### config.mk
export PLATFORM = sky130hd
export DESIGN_NAME = breath_pwm_flat
export DESIGN_NICKNAME = d
export VERILOG_FILES = /design/src/rtl/breath_pwm_pkg.sv /design/src/rtl/breath_pwm_if.sv /design/src/rtl/breath_pwm_tick_div.sv /design/src/rtl/breath_pwm.sv /design/src/flat_wrapper.sv
export SDC_FILE = /design/constraint.sdc
export NUM_CORES = 1
export LEC_CHECK = 0
export CELL_PAD_IN_SITES_DETAIL_PLACEMENT = 0
export CELL_PAD_IN_SITES_GLOBAL_PLACEMENT = 1
export CORE_MARGIN = 2
export CORE_UTILIZATION = 30
export DETAILED_ROUTE_END_ITERATION = 7
export HOLD_SLACK_MARGIN = 0.08
export PLACE_DENSITY = 0.53
export SLEW_MARGIN = 30
export SYNTH_ARGS = -nofsm -noshare
export SYNTH_HDL_FRONTEND = slang
export SYNTH_SLANG_ARGS = --single-unit
### constraint.sdc
create_clock -name CLK -period 2.8 [get_ports CLK]
set_clock_uncertainty 0.05 [all_clocks]
set_input_delay 0.56 -clock CLK [delete_from_list [all_inputs] [get_ports CLK]]
set_output_delay 0.56 -clock CLK [all_outputs]
set_load 0.01 [all_outputs]
### src/rtl/breath_pwm_pkg.sv
// Shared constants and timing helper for the breathing-PWM LED blocks.
// The sequencer and benches use ramp_clocks to predict the STT cadence.
package breath_pkg;

   localparam int DEF_PWM_BITS = 8;
   localparam int DEF_PRESCALE = 1;
   localparam int DEF_DWELL    = 4;

   // Clocks per full ramp: prescale * period ticks * dwell periods * level count.
   function automatic longint ramp_clocks(input int bits, input int pre, input int dwell);
      longint levels;
      levels = longint'(1) << bits;
      return longint'(pre) * levels * longint'(dwell) * levels;
   endfunction

endpackage

### src/rtl/breath_pwm_if.sv
// Link between the colour sequencer (master) and one breathing-PWM slot (slave).
interface breath_pwm_if;

   logic DIR;
   logic STT;
   logic PWM_OUT;

   modport master (output DIR, input STT, input PWM_OUT);
   modport slave  (input DIR, output STT, output PWM_OUT);

endinterface

### src/rtl/breath_pwm_tick_div.sv
// Clock-enable divider: tick is high one cycle out of every PRESCALE.
module tick_div #(
   parameter int PRESCALE = 1
) (
   input  logic CLK,
   input  logic RST_N,
   output logic tick
);

   logic [15:0] r_pc;

   assign tick = (r_pc == 16'(PRESCALE - 1));

   always_ff @(posedge CLK) begin
      if (!RST_N) begin
         r_pc <= '0;
      end else if (tick) begin
         r_pc <= '0;
      end else begin
         r_pc <= r_pc + 16'd1;
      end
   end

endmodule

### src/rtl/breath_pwm.sv
// Breathing-PWM generator: fixed-frequency PWM whose duty ramps through every
// level, with a one-cycle STT strobe at the end of each complete ramp.
module breath_pwm
   import breath_pkg::*;
#(
   parameter int PWM_BITS   = DEF_PWM_BITS,
   parameter int PRESCALE   = DEF_PRESCALE,
   parameter int DWELL      = DEF_DWELL,
   parameter int ACTIVE_LOW = 1
) (
   input  logic         CLK,
   input  logic         RST_N,
   breath_pwm_if.slave  bus
);

   localparam logic [PWM_BITS-1:0] LMAX = '1;
   localparam logic                OFF  = (ACTIVE_LOW != 0);

   logic [PWM_BITS-1:0] r_cnt;
   logic [15:0]         r_dwell;
   logic [PWM_BITS-1:0] r_level;
   logic                r_dir;
   logic                r_stt;
   logic                r_pwm;

   logic                w_tick;
   logic                w_pend;
   logic                w_dend;
   logic [PWM_BITS-1:0] w_bright;
   logic                w_on;

   tick_div #(
      .PRESCALE (PRESCALE)
   ) u_tick_div (
      .CLK   (CLK),
      .RST_N (RST_N),
      .tick  (w_tick)
   );

   assign w_pend = w_tick && (r_cnt == LMAX);
   assign w_dend = w_pend && (r_dwell == 16'(DWELL - 1));

   // r_dir and r_level only move at pend, so bright is stable within a period.
   assign w_bright = r_dir ? r_level : (LMAX - r_level);
   assign w_on     = (r_cnt < w_bright);

   always_ff @(posedge CLK) begin
      if (!RST_N) begin
         r_cnt   <= '0;
         r_dwell <= '0;
         r_level <= '0;
         r_dir   <= bus.DIR;
         r_stt   <= 1'b0;
         r_pwm   <= OFF;
      end else begin
         if (w_tick) begin
            r_cnt <= r_cnt + 1'b1;
         end
         if (w_pend) begin
            r_dir   <= bus.DIR;
            r_dwell <= w_dend ? 16'd0 : (r_dwell + 16'd1);
         end
         if (w_dend) begin
            r_level <= r_level + 1'b1;
         end
         r_stt <= w_dend && (r_level == LMAX);
         r_pwm <= w_on ^ OFF;
      end
   end

   assign bus.STT     = r_stt;
   assign bus.PWM_OUT = r_pwm;

endmodule

### src/flat_wrapper.sv
// flat-port wrapper written by rule: the top's interface ports become plain ports
module breath_pwm_flat import breath_pkg::*;
#(
   parameter int PWM_BITS   = DEF_PWM_BITS,
   parameter int PRESCALE   = DEF_PRESCALE,
   parameter int DWELL      = DEF_DWELL,
   parameter int ACTIVE_LOW = 1
)
  (CLK, RST_N, bus_DIR, bus_STT, bus_PWM_OUT);
  breath_pwm_if bus_i ();
  input  logic CLK;
  input  logic RST_N;
  input wire logic [$bits(bus_i.DIR)-1:0] bus_DIR;
  output wire logic [$bits(bus_i.STT)-1:0] bus_STT;
  output wire logic [$bits(bus_i.PWM_OUT)-1:0] bus_PWM_OUT;
  assign bus_i.DIR = bus_DIR;
  assign bus_STT = bus_i.STT;
  assign bus_PWM_OUT = bus_i.PWM_OUT;
  breath_pwm #(.PWM_BITS(PWM_BITS), .PRESCALE(PRESCALE), .DWELL(DWELL), .ACTIVE_LOW(ACTIVE_LOW)) u_core (.CLK(CLK), .RST_N(RST_N), .bus(bus_i));
endmodule
==> results.md <==
* Leading cell type in the layout, fill and taps excluded: dfxtp_1
* Worst rel slew slack at between 60 and 70%
* Worst-skew pair later-pin latency at about 0.30 ns
* Combinational group share of total power at under 10%
* Final hold vios at 0
* Setup-failing EPs final at 0
* Net switching power at 0.290 mW
* RR Startpoint: u_core.r_cnt[0]
* FMAX at 445 MHz
* CTS sink count at 51
* Seq pwr share at just over 60%
* Row cnt at 35
* Final ANT Viol Nets at 0
* First-pass GRT wire length at 11800 um
* Worst R2R End: u_core.r_level[7]
* Post-Syn Instances at between 300 and 400
* Fin Hold WS at ~0.44 ns
* Via Count at between 2000 and 2500
* Tmin final at about 2.2 ns
* Worst EP arrival at 2.44 ns
* Status: completed
* Multi-input logic area at around 1700 um^2
* Ant. Diodes at 0
* Ys Warns at 0
* Initial Utilization at 30.7%
* I/O pin total at 5
* Synthesized area per cell at 8.69 um^2
* Die Span X at about 100 um
* Slew Limit Fails at 0
* Cts bufs inserted at 5
* Crit path max fanout at 12
* DP HPWL at 4770 um
* Setup crit start kind: register
* Worst endpoint required time at 2.99 ns
* Register area share after synthesis at between 30 and 40%
* H-tree levels at 2
* Post-route insts no fill at ~440
* Vias per cell at about 5.4
* CP endpoint kind: register
* Hold_buf cts at 0
* Synthesized area at 2810 um^2
* Hold Path Sink: u_core.u_tick_div.r_pc[0]
* CTS tree: built
* Share of the synthesized area in the top cell type at a little over a third
* DRT iter0 DRCs at 60
* Post-synth top area cell: dfxtp_1
* Layout area overhead at 8.56%
* Initial antenna violation count at 0
* Reg2reg path depth at 5
* Placed cells at between 400 and 500
* TNS Setup at 0 ns
* Port bufs at 4
* Distinct cells, synth at 38
* Largest net degree at the start of global routing at 34
* Synth Register Bits at 51
* WL per Instance at around 15 um
* CTS Buffer Depth at 2
* Worst Hold Class: register to register
* Net Sw Frac at 23.9%
* Router iterations before antenna repair at 4
* Fillers at 969
* Final Total Pwr at 1.21 mW
* Int Pwr at ~0.92 mW
* Clock share of power at 35.5%
* Crit share post-route at between 80% and 90%
* RSZ-0062 raised after global routing: false
* # nets final at 340
* WHS Path Cells at 1
* Core Area at about 9000 um^2
* Pwr Density at between 300 and 400 nW/um^2
* Post CTS Setup Buffer Count at 0
* Peak VDD IR at approximately 0.00018 V
* GRT Util Overall at between 10 and 15%
* CTS resizes at 0
* Beginning of the worst hold path: u_core.u_tick_div.r_pc[0]
* Critical path class: register to register
* Share of cells above drive strength 1 at about 7.4%
* Worst-path cell chain: ha_1, and2_0, nand3_1, nor4_1, mux2i_1
* CTS root buf: clkbuf_8
* Vias in the first global route at around 2500
* Worst-margin pin slew at 0.587 ns
* R2R Setup Slk at approximately 0.55 ns
* Placer's final routability congestion estimate at about 0.75
* Syn nets at roughly 340
* Leakage power at 1.01 nW
* Final wirelength at between 6000 and 7000 um
* Total gr overflow at 0
* Storage element area at around 1000 um^2
* Slowest cell delay on critical path at ~0.52 ns
* Die span in y at a little over 100 um
* Post-route DRC at 0
* Crit-path slowest cell: nor4_1
* Max cap viols at 0
* Largest cells by area after synthesis: dfxtp_1 36%, ha_1 5.3%, a21oi_1 4.8%, xor2_1 3.7%, mux2i_1 3.2%
* Commonest cells after routing, fill and taps aside: 50 x dfxtp_1, 27 x a21oi_1, 23 x nand2_1
* Area of the die at slightly above 10000 um^2
* Clock-pin slew on the worst setup and hold paths at approximately 0.10 ns
==> final cells by class <==
type                       instances  area share, %
multi-input combinational        248           55.1
sequential                        51           33.8
tap                              111           4.56
timing repair buffer               9           2.55
clock buffer                       5           2.26
inverter                          10           1.23
clock inverter                     3          0.493
==> power groups by stage <==
stage / registers, mW / clock network [mW] / logic, mW
CTS: 0.741 / 0.464 / 0.0431
detailed placement: 0.757 / 0 / 0.0430
floorplan: 0.754 / 0 / 0.0318
global placement: 0.757 / 0 / 0.0425
finish: 0.740 / 0.431 / 0.0424
global route: 0.741 / 0.490 / 0.0500
==> sequential cells by signal, summed over array words and instances (netlist names) <==
name / count
u_core.bus.PWM_OUT: 1
u_core.bus.STT: 1
u_core.r_cnt: 8
u_core.r_dir: 1
u_core.r_dwell: 16
u_core.r_level: 8
u_core.u_tick_div.r_pc: 16
==> worst max-delay path: cells and delay by family (launching register included) <==
kind / cells / cell delay (ns)
flip-flops: 1 / 0.40
adder cells (fa/ha/maj): 1 / 0.26
AND/OR/NAND/NOR: 3 / 1.25
multiplexers: 1 / 0.22
==> cell usage after synthesis (all sizes together) <==
library cell,count
buf,6
dfxtp,50
nor2,17
nand4,15
nor4,17
a21o,1
clkbuf,8
ha,12
nand3b,1
xor2,12
and2,5
a41oi,1
or3,7
a211oi,6
o21ai,17
and4,8
nand3,17
o31ai,8
nor4b,2
xnor2,8
nand2b,8
nor3,9
inv,10
or4,10
o211ai,1
o211a,1
edfxtp,1
and3,6
mux2i,9
a21oi,27
nand2,23
==> routing by layer <==
layer  part of all wire, %  track usage [%]  vias to the layer above
met1                    51             19.6                     1111
met4                  0.66             4.74                        0
met5                     0                0                        -
met2                    47             23.6                       19
li1                      -                -                     1205
met3                   1.9             2.50                        5
==> cells by family after synthesis <==
group	count (synthesis)	share of synthesized area, %
XOR/XNOR	20	6.24
buffers and inverters	24	3.48
AO/OA/AOI/OAI	62	13.0
AND/OR/NAND/NOR	145	32.0
multiplexers	9	3.21
flip-flops	51	36.7
adder cells (fa/ha/maj)	12	5.35
==> per-stage QoR <==
| stage | utilization (%) | setup WS [ns] | area [um^2] |
|---|---|---|---|
| after floorplan | - | 0.931 | 2810 |
| after global placement | 32.4 | 0.615 | 2960 |
| after detailed placement | 32.4 | 0.548 | 2960 |
| after CTS | 33.3 | 0.546 | 3050 |
| after global routing | 33.3 | 0.324 | 3050 |
| final | 33.3 | 0.552 | 3050 |
==> worst max-delay path by stage <==
stage / depth (start not counted) / slack [ns] / from / to
after floorplan: 7 / 0.93 / u_core.r_cnt[0] / u_core.r_level[3]
after global placement: 5 / 0.61 / u_core.r_dwell[0] / u_core.bus.STT
after detailed placement: 5 / 0.55 / u_core.r_cnt[0] / u_core.r_dwell[6]
after CTS: 5 / 0.55 / u_core.r_cnt[0] / u_core.r_dwell[6]
after global routing: 5 / 0.32 / u_core.r_cnt[0] / u_core.r_dwell[6]
final: 5 / 0.55 / u_core.r_cnt[0] / u_core.r_level[7]
Note: power is estimated with default switching activity, not from simulation.
